==> src/rtl/barrel_shifter_right_pipe_if.sv <==
// Handshake bundle for the pipelined right barrel shifter.
// master: producer/consumer side (execute stage); slave: the shifter itself.
interface barrel_shifter_right_pipe_if #(
    parameter int unsigned WIDTH = 64,
    parameter int unsigned SHW   = 6
);
    // Operand side
    logic             in_valid;
    logic             in_ready;
    logic [WIDTH-1:0] in_data;
    logic [SHW-1:0]   in_shift;
    logic             in_arith;
    logic             in_rot;

    // Result side
    logic             out_valid;
    logic             out_ready;
    logic [WIDTH-1:0] out_data;

    modport master (
        output in_valid,
        output in_data,
        output in_shift,
        output in_arith,
        output in_rot,
        input  in_ready,
        input  out_valid,
        input  out_data,
        output out_ready
    );

    modport slave (
        input  in_valid,
        input  in_data,
        input  in_shift,
        input  in_arith,
        input  in_rot,
        output in_ready,
        output out_valid,
        output out_data,
        input  out_ready
    );
endinterface

==> src/rtl/barrel_shifter_right_pipe.sv <==
// Pipelined right barrel shifter (SRL / SRA, optional ROR).
// An input capture register is followed by SHW shift stages; stage k resolves
// shift bit k, so a result appears SHW cycles after the accepting edge.
// Optional feature: define ROTATE_EN to enable rotate-right on in_rot = 1.
// Any stall freezes the whole pipe (no bubble compression).
module barrel_shifter_right_pipe #(
    parameter int unsigned WIDTH = 64,
    parameter int unsigned SHW   = 6
) (
    input logic                         clk,
    input logic                         rst,
    barrel_shifter_right_pipe_if.slave  shf_io
);

    if (SHW != $clog2(WIDTH)) begin : g_bad_param
        $error("SHW must equal log2(WIDTH)");
    end

    // Right shift by amt with a fill bit, or rotate when rot is set.
    function automatic logic [WIDTH-1:0] shr_stage(
        input logic [WIDTH-1:0] d,
        input logic             fill,
        input logic             rot,
        input int unsigned      amt
    );
        logic [WIDTH-1:0] shr;
        logic [WIDTH-1:0] fill_mask;
        shr       = d >> amt;
        fill_mask = ~({WIDTH{1'b1}} >> amt);
        if (rot) begin
            shr_stage = shr | (d << (WIDTH - amt));
        end else begin
            shr_stage = shr | (fill ? fill_mask : '0);
        end
    endfunction

    logic stall;

    // Index 0 is the capture register, index SHW is the output register.
    logic [SHW:0]     valid_q, valid_d;
    logic [WIDTH-1:0] data_q  [SHW+1];
    logic [WIDTH-1:0] data_d  [SHW+1];

    // Sideband travels with each operand through stages 0..SHW-1.
    logic [SHW-1:0]   shift_q [SHW];
    logic [SHW-1:0]   shift_d [SHW];
    logic [SHW-1:0]   arith_q, arith_d;
    logic [SHW-1:0]   fill_q,  fill_d;
`ifdef ROTATE_EN
    logic [SHW-1:0]   rot_q,   rot_d;
`endif

    assign stall            = shf_io.out_valid & ~shf_io.out_ready;
    assign shf_io.in_ready  = ~stall;
    assign shf_io.out_valid = valid_q[SHW];
    assign shf_io.out_data  = data_q[SHW];

    // Capture: fill bit is frozen here from the original sign bit.
    always_comb begin
        valid_d[0] = shf_io.in_valid & shf_io.in_ready;
        data_d[0]  = shf_io.in_data;
        shift_d[0] = shf_io.in_shift;
        arith_d[0] = shf_io.in_arith;
        fill_d[0]  = shf_io.in_arith & shf_io.in_data[WIDTH-1];
`ifdef ROTATE_EN
        rot_d[0]   = shf_io.in_rot;
`endif
    end

    // Sideband moves one stage per cycle alongside the data.
    always_comb begin
        for (int k = 1; k < int'(SHW); k++) begin
            shift_d[k] = shift_q[k-1];
            arith_d[k] = arith_q[k-1];
            fill_d[k]  = fill_q[k-1];
`ifdef ROTATE_EN
            rot_d[k]   = rot_q[k-1];
`endif
        end
    end

    // Stage k applies a 2^k shift when its registered shift bit is set.
    always_comb begin
        for (int k = 0; k < int'(SHW); k++) begin
            valid_d[k+1] = valid_q[k];
            if (shift_q[k][k]) begin
`ifdef ROTATE_EN
                data_d[k+1] = shr_stage(data_q[k], arith_q[k] & fill_q[k], rot_q[k],
                                        32'd1 << k);
`else
                data_d[k+1] = shr_stage(data_q[k], arith_q[k] & fill_q[k], 1'b0,
                                        32'd1 << k);
`endif
            end else begin
                data_d[k+1] = data_q[k];
            end
        end
    end

    // Already-resolved shift bits and the ignored rotate input feed nothing.
    logic unused_sideband;
    always_comb begin
        unused_sideband = 1'b0;
        for (int k = 0; k < int'(SHW); k++) begin
            unused_sideband = unused_sideband ^ (^shift_q[k]);
        end
`ifndef ROTATE_EN
        unused_sideband = unused_sideband ^ shf_io.in_rot;
`endif
    end

    // Pipe register: synchronous flush on reset, full hold while stalled.
    always_ff @(posedge clk) begin
        if (rst) begin
            valid_q <= '0;
            arith_q <= '0;
            fill_q  <= '0;
`ifdef ROTATE_EN
            rot_q   <= '0;
`endif
            for (int k = 0; k <= int'(SHW); k++) begin
                data_q[k] <= '0;
            end
            for (int k = 0; k < int'(SHW); k++) begin
                shift_q[k] <= '0;
            end
        end else if (!stall) begin
            valid_q <= valid_d;
            arith_q <= arith_d;
            fill_q  <= fill_d;
`ifdef ROTATE_EN
            rot_q   <= rot_d;
`endif
            for (int k = 0; k <= int'(SHW); k++) begin
                data_q[k] <= data_d[k];
            end
            for (int k = 0; k < int'(SHW); k++) begin
                shift_q[k] <= shift_d[k];
            end
        end
    end

endmodule
==> src/flat_wrapper.sv <==
// flat-port wrapper written by rule: the top's interface ports become plain ports
module barrel_shifter_right_pipe_flat 
#(
    parameter int unsigned WIDTH = 64,
    parameter int unsigned SHW   = 6
)
  (clk, rst, shf_io_in_valid, shf_io_in_data, shf_io_in_shift, shf_io_in_arith, shf_io_in_rot, shf_io_in_ready, shf_io_out_valid, shf_io_out_data, shf_io_out_ready);
  barrel_shifter_right_pipe_if #(.WIDTH(WIDTH), .SHW(SHW)) shf_io_i ();
  input logic clk;
  input logic rst;
  input wire logic [$bits(shf_io_i.in_valid)-1:0] shf_io_in_valid;
  input wire logic [$bits(shf_io_i.in_data)-1:0] shf_io_in_data;
  input wire logic [$bits(shf_io_i.in_shift)-1:0] shf_io_in_shift;
  input wire logic [$bits(shf_io_i.in_arith)-1:0] shf_io_in_arith;
  input wire logic [$bits(shf_io_i.in_rot)-1:0] shf_io_in_rot;
  output wire logic [$bits(shf_io_i.in_ready)-1:0] shf_io_in_ready;
  output wire logic [$bits(shf_io_i.out_valid)-1:0] shf_io_out_valid;
  output wire logic [$bits(shf_io_i.out_data)-1:0] shf_io_out_data;
  input wire logic [$bits(shf_io_i.out_ready)-1:0] shf_io_out_ready;
  assign shf_io_i.in_valid = shf_io_in_valid;
  assign shf_io_i.in_data = shf_io_in_data;
  assign shf_io_i.in_shift = shf_io_in_shift;
  assign shf_io_i.in_arith = shf_io_in_arith;
  assign shf_io_i.in_rot = shf_io_in_rot;
  assign shf_io_in_ready = shf_io_i.in_ready;
  assign shf_io_out_valid = shf_io_i.out_valid;
  assign shf_io_out_data = shf_io_i.out_data;
  assign shf_io_i.out_ready = shf_io_out_ready;
  barrel_shifter_right_pipe #(.WIDTH(WIDTH), .SHW(SHW)) u_core (.clk(clk), .rst(rst), .shf_io(shf_io_i));
endmodule
==> config.mk <==
export PLATFORM = sky130hd
export DESIGN_NAME = barrel_shifter_right_pipe_flat
export DESIGN_NICKNAME = d
export VERILOG_FILES = /design/src/rtl/barrel_shifter_right_pipe_if.sv /design/src/rtl/barrel_shifter_right_pipe.sv /design/src/flat_wrapper.sv
export SDC_FILE = /design/constraint.sdc
export NUM_CORES = 1
export LEC_CHECK = 0
export CORE_MARGIN = 5
export CORE_UTILIZATION = 31
export CTS_BUF_LIST = sky130_fd_sc_hd__clkbuf_8
export DETAILED_ROUTE_END_ITERATION = 16
export PLACE_DENSITY = 0.48
export SETUP_SLACK_MARGIN = 0.05
export SLEW_MARGIN = 20
export SYNTH_ARGS = -nofsm -noshare
export SYNTH_HDL_FRONTEND = slang
export SYNTH_SLANG_ARGS = --single-unit
==> constraint.sdc <==
create_clock -name clk -period 42.9 [get_ports clk]
set_clock_uncertainty 0.05 [all_clocks]
set_input_delay 8.58 -clock clk [delete_from_list [all_inputs] [get_ports clk]]
set_output_delay 8.58 -clock clk [all_outputs]
set_load 0.02 [all_outputs]
==> metrics.yaml, run 1 <==
run_status:
  outcome: "complete, no violations"
grt:
  antenna_violations_before_repair: 1
  grt_max_degree: 124
  gr-total-overflow: 0
  grt_usage: 0.109
  first_global_vias: 11600
  grt_first_pass_wirelength_microns: 64900
yosys:
  syn_area_per_cell_sq_um: 13.9
  ys_warn_count: 0
  yosysSeqAreaShare: 0.686
  synth_seq_cells: 488
  post_synth_inst_count: 1512
  ys_types: 18
  synth.cell_area_sq_um: 21100
  syn-num-nets: 1588
finish:
  register_area_sq_um: 14500
  flow.area_growth_from_synthesis_pct: 17.1
  share_of_final_layout_standard_cells_stronger_than_drive_strength_1: 0.0808
  nets: 1727
  multi_input_comb_area_sq_um: 6010
  fillerInstances: 6543
worst_setup_path:
  worstSetupEndpointType: "output port"
  crit_path_frequent_cell: "clkdlybuf4s50_1"
  cpMaxStageDelayCell: "clkdlybuf4s50_1"
  cp.arrival_ns: 10.40
  worstSetupPathType: "input pin to output port"
  worstSetupStartpointType: "input pin"
  timing.critical_path.fanout_max: 22
  path_cells: "clkdlybuf4s50_1 > nor2b_4 > inv_2 > clkdlybuf4s50_1"
  worst-endpoint-required_ns: 34.27
  critical-path-max-stage-delay_ns: 0.61
floorplan:
  die_h_microns: 271
  horizontal_die_dimension_microns: 271
  std_cell_rows: 95
  coreArea_sq_um: 67300
  boundaryPins: 142
  initial_utilization: 0.313
  dieArea_sq_um: 73300
pwr:
  p_per_area_nw_per_um2: 39.3
  power.static_leakage_nw: 9.02
  worst_ir_drop_vdd_mv: 0.0163
route:
  drc_errors: 0
  routed_wl_microns: 40200
  via_count: 11000
  post_drt_via_cell_ratio: 4.25
  drt-wirelength-per-cell_microns: 15.6
  dr.first_iter.drc_count: 522
  final_antenna_net_count: 0
  drt_first_pass_iters: 6
clocking:
  htree_levels: 3
  cts_tree: "done"
  max-clock-path-buffers: 3
  inserted_clock_buffers: 82
  clock_insertion_delay_worst_skew_ns: 0.65
  cts.clk_slew.worst_paths_ns: 0.06
  cts.repair_timing.setup_buffer_count: 0
  cts.sinks: 488
  postCtsResizedCells: 0
  cts_hold_repair.buffers: 0
  clock-root-buffer: "clkbuf_8"
placement:
  buffer_ports.inserted: 140
  dp_slack_ns: 23.83
  hpwl_microns: 27100
  gp_routability_congestion: 0.783
sta:
  worst_slew_pin_slew_ns: 1.06
  fin_crit_sh: 0.444
  fin_crit_ns: 19.03
  setup_repair_after_global_routing_missed_its_margin: "no"
  setup_total_negative_slack_ns: 0
  timing_max_transition_violations_final: 0
  achievable-frequency_mhz: 52.5
  final_setup_violations: 0
  worst_slew_margin_rel: 0.292
  final.setup.worst_slack_ns: 23.87
  report.final.hold_viol_count: 0
  fin_hold_ws_ns: 0.397
run:
  timing.max_cap.violations: 0
worst_hold_path:
  type_of_the_most_critical_hold_path: "flip-flop to flip-flop"
[final cells by class]
type	count	share of cell area
antenna	1	0.000101
clock buffer	88	0.0491
clock inverter	53	0.0136
inverter	1	0.000152
multi-input combinational	919	0.244
sequential	488	0.586
tap	873	0.0442
timing repair buffer	159	0.0633
[Yosys cell counts (all sizes together)]
cell | n | area [sq um]
nand3 | 7 | 35.0
buf | 86 | 537
nand2b | 65 | 407
nor2 | 324 | 1220
dfxtp | 19 | 380
clkbuf | 18 | 73.8
a21oi | 81 | 443
inv | 1 | 3.75
mux2i | 321 | 3210
edfxtp | 469 | 14100
and2 | 85 | 532
nor2b | 1 | 13.8
nand2 | 35 | 131
[flip-flops by register name, indices dropped and copies added (netlist names)]
name / flops
u_core.shift_q: 21
u_core.valid_q: 7
u_core.arith_q: 6
u_core.data_q: 448
u_core.fill_q: 6
[placed cells by master, fill, tap and decap left out]
master           instances
edfxtp_1               469
nor2_1                 323
mux2i_1                321
clkdlybuf4s50_1        139
clkbuf_8                88
and2_1                  85
a21oi_1                 71
nand2b_1                63
nand2_1                 35
inv_1                   27
dfxtp_1                 19
buf_4                   17
clkinv_1                11
a21oi_2                 10
clkinv_2                 8
nand3_1                  7
bufinv_16                4
nand2b_4                 2
inv_6                    2
diode_2                  1
nor2b_4                  1
inv_2                    1
nor2_4                   1
clkinv_8                 1
buf_2                    1
buf_16                   1
buf_6                    1
[logic make-up (layout without fill, tap and decap cells)]
group,count (synthesis),after routing,share of synthesized area
buffers and inverters,105,301,0.0291
flip-flops,488,488,0.686
multiplexers,321,321,0.152
AND/OR/NAND/NOR,517,517,0.111
AO/OA/AOI/OAI,81,81,0.0210
other,0,1,0
[metrics by stage]
| step | std cells | total power [mW] | util | instance area [sq um] |
|---|---|---|---|---|
| after floorplan | 1512 | 0.575 | - | 21100 |
| after global placement | 2439 | 0.589 | 0.343 | 23100 |
| after detailed placement | 2439 | 0.589 | 0.343 | 23100 |
| after CTS | 2580 | 0.988 | 0.366 | 24700 |
| after global routing | 2582 | 1.02 | 0.367 | 24700 |
| final | 2582 | 0.969 | 0.367 | 24700 |
[critical path: cells and delay by family]
kind          cells  cell delay (ns)
buf+inv           3             1.34
simple gates      1             0.47
[metal layers]
| layer | routed length (microns) | vias up | global-route usage |
|---|---|---|---|
| met1 | 18900 | 5048 | 0.147 |
| met2 | 18600 | 197 | 0.172 |
| met3 | 1770 | 64 | 0.0264 |
| li1 | - | 5669 | - |
| met4 | 942 | 0 | 0.0422 |
| met5 | 0 | - | 0 |
[report_power, final]
part | switching, mW | internal (mW)
Sequential | 0.00724 | 0.532
Combinational | 0.0200 | 0.0193
Clock | 0.178 | 0.212
Total | 0.205 | 0.764
[final timing paths]
check,startpoint,to,slack [ns],cells after the start
worst min register to register,u_core.valid_q[0],u_core.valid_q[1],0.40,2
worst min-delay path,u_core.valid_q[0],u_core.valid_q[1],0.40,2
worst max register to register,u_core.valid_q[6],u_core.data_q[4][7],39.28,4
worst max-delay path,shf_io_out_ready,shf_io_in_ready,23.87,4
(Power assumes the default switching activity.)
==> run 2, diff against run 1 <==
Settings changed: PLACE_DENSITY 0.48 to 0.5.
Clock period 42.9 ns to 15.5 ns, I/O delays scaled along.
==> run 2 against run 1 <==
Effect of this change: routed wire length up 0.41%; worst setup slack worse by 16 ns; sequential share of layout area down 0.25 points; core utilization up 0.16 points; count of clock-buffer cells in the layout down 1; largest cell class unchanged.
==> metrics.yaml, run 2 (synthesized netlist as in run 1, its figures left out) <==
sta:
  fin_crit_ns: 8.11
  worst_slew_pin_slew_ns: 1.06  # -0.00436 ns
  final_setup_violations: 0  # unchanged
  timing_max_transition_violations_final: 0  # unchanged
  setup_repair_after_global_routing_missed_its_margin: "no"
  fin_crit_sh: 0.523
  achievable-frequency_mhz: 123
  worst_slew_margin_rel: 0.295  # +0.00291
  setup_total_negative_slack_ns: 0  # unchanged
  report.final.hold_viol_count: 0  # unchanged
clocking:
  cts.repair_timing.setup_buffer_count: 0  # unchanged
  cts.sinks: 488  # unchanged
  clock-root-buffer: "clkbuf_8"
  postCtsResizedCells: 0  # unchanged
  cts_hold_repair.buffers: 0  # unchanged
  cts_tree: "done"
  max-clock-path-buffers: 3  # unchanged
  htree_levels: 3  # unchanged
  inserted_clock_buffers: 84  # +2.4%
  clock_insertion_delay_worst_skew_ns: 0.65  # about the same
  cts.clk_slew.worst_paths_ns: 0.06  # about the same
grt:
  grt_usage: 0.111  # +0.00144
  gr-total-overflow: 0  # unchanged
  grt_max_degree: 176  # +42%
  grt_first_pass_wirelength_microns: 65800  # +1.3%
  first_global_vias: 11900  # +2.7%
  antenna_violations_before_repair: 1  # unchanged
finish:
  largest-register: "u_core.data_q"
  share_of_final_layout_standard_cells_stronger_than_drive_strength_1: 0.0855  # +0.00472
  largest_register_ffs: 448  # unchanged
  final-instance-count-excl-fill: 2593  # +0.43%
  largestRegisters: "u_core.data_q: 448 flops, u_core.shift_q: 21 flops, u_core.valid_q: 7 flops"
  flow.area_growth_from_synthesis_pct: 17.6
  nets: 1727  # unchanged
  final_area_sq_um: 24800  # +0.43%
  mostFrequentLayoutCell: "edfxtp_1"
  final_cell_mix: "edfxtp_1 (469), nor2_1 (323), mux2i_1 (321), clkdlybuf4s50_1 (139), clkbuf_8 (87)"
worst_setup_path:
  worstSetupEndpointType: "output port"
  path_cells: "clkdlybuf4s50_1 > nor2b_4 > inv_2 > clkdlybuf4s50_1"
  path_delay_family: "buffers and inverters"
  crit_path_frequent_cell: "clkdlybuf4s50_1"
  cpMaxStageDelayCell: "clkdlybuf4s50_1"
  critical_path_buf_inv_count: 3  # unchanged
  cp.arrival_ns: 4.96  # -5.44 ns
  worst-endpoint-required_ns: 12.35  # -21.92 ns
  worstSetupStartpointType: "input pin"
  critical-path-max-stage-delay_ns: 0.62  # about the same
  worstSetupPathType: "input pin to output port"
  timing.critical_path.fanout_max: 22  # unchanged
  setup.reg_to_reg.worst_slack_ns: 12.00  # -27.28 ns
floorplan:
  boundaryPins: 142  # unchanged
  dieArea_sq_um: 73300  # unchanged
  horizontal_die_dimension_microns: 271  # unchanged
  initial_utilization: 0.313  # unchanged
  std_cell_rows: 95  # unchanged
  die_h_microns: 271  # unchanged
  coreArea_sq_um: 67300  # unchanged
placement:
  buffer_ports.inserted: 140  # unchanged
  placed_cell_area_sq_um: 23100  # about the same
  gp_routability_congestion: 0.773  # -1.3%
  placed_instances: 2438  # -0.041%
  hpwl_microns: 27000  # -0.49%
route:
  post_drt_via_cell_ratio: 4.29  # +0.84%
  via_count: 11100  # +1.3%
  drc_errors: 0  # unchanged
  routed_wl_microns: 40300  # +0.41%
  dr.first_iter.drc_count: 585  # +12%
  final_antenna_net_count: 0  # unchanged
  drt-wirelength-per-cell_microns: 15.6  # about the same
  drt_first_pass_iters: 5  # -1
pwr:
  total_power_mw: 2.76  # +180%
  worst_ir_drop_vdd_mv: 0.0460  # +180%
  power.static_leakage_nw: 9.03  # +0.11%
  p_per_area_nw_per_um2: 111  # +180%
run_status:
  outcome: "complete, no violations"
run:
  timing.max_cap.violations: 0  # unchanged
worst_hold_path:
  type_of_the_most_critical_hold_path: "flip-flop to flip-flop"
[run 2: changes by cell type in the layout (fill, tap and decap cells not counted)]
| cell | delta |
|---|---|
| buf_4 | -2 |
| clkinv_1 | +10 |
| buf_16 | -1 |
| clkinvlp_4 | +5 |
| inv_1 | -8 |
| clkinv_2 | +6 |
| inv_6 | -2 |
| clkbuf_8 | -1 |
| bufinv_16 | +3 |
| buf_12 | +1 |
| clkinv_8 | -1 |
| inv_8 | +1 |
[run 2: layout make-up]
class                      count  area, sq um
fill                        6475        42500
sequential                   488        14500
multi-input combinational    919         6010
timing repair buffer         157         1540
clock buffer                  87         1200
tap                          873         1090
clock inverter                67          479
inverter                       1         3.75
antenna                        1         2.50
[run 2: path summary, 6_finish.rpt]
check / startpoint / to / depth (start not counted)
worst max-delay path: shf_io_out_ready / shf_io_in_ready / 4
worst min-delay path: u_core.valid_q[3] / u_core.valid_q[3] / 2
worst max register to register: u_core.valid_q[6] / u_core.data_q[4][32] / 6
worst min register to register: u_core.valid_q[3] / u_core.valid_q[3] / 2
[run 2: worst register-to-register path, delay by kind of cell (launching register included)]
kind | cells | cell delay [ns]
flip-flops | 1 | 0.32
AND/OR/NAND/NOR | 3 | 0.92
buffers and inverters | 3 | 1.91
[run 2: power by group]
part / internal [mW] / leakage (nW) / total (mW) / switching [mW]
combinational: 0.0529 / 2.27 / 0.108 / 0.0552
sequential: 1.47 / 5.84 / 1.49 / 0.0197
clock: 0.641 / 0.920 / 1.16 / 0.517
[run 2: stage by stage]
step                 util  hold WS [ns]  setup WS, ns
global route        0.369         0.427          7.26
global placement    0.344         0.390          7.41
floorplan               -         0.382          5.67
CTS                 0.368         0.402          7.38
finish              0.369         0.401          7.39
detailed placement  0.344         0.395          7.38
[run 2: routing by layer]
metal / up-vias / routed length [microns] / GRT usage / share of wire
met5: - / 0 / 0 / 0
met4: 0 / 1010 / 0.0443 / 0.025
met3: 67 / 1870 / 0.0273 / 0.046
met2: 199 / 18900 / 0.178 / 0.47
met1: 5167 / 18600 / 0.144 / 0.46
li1: 5684 / - / - / -
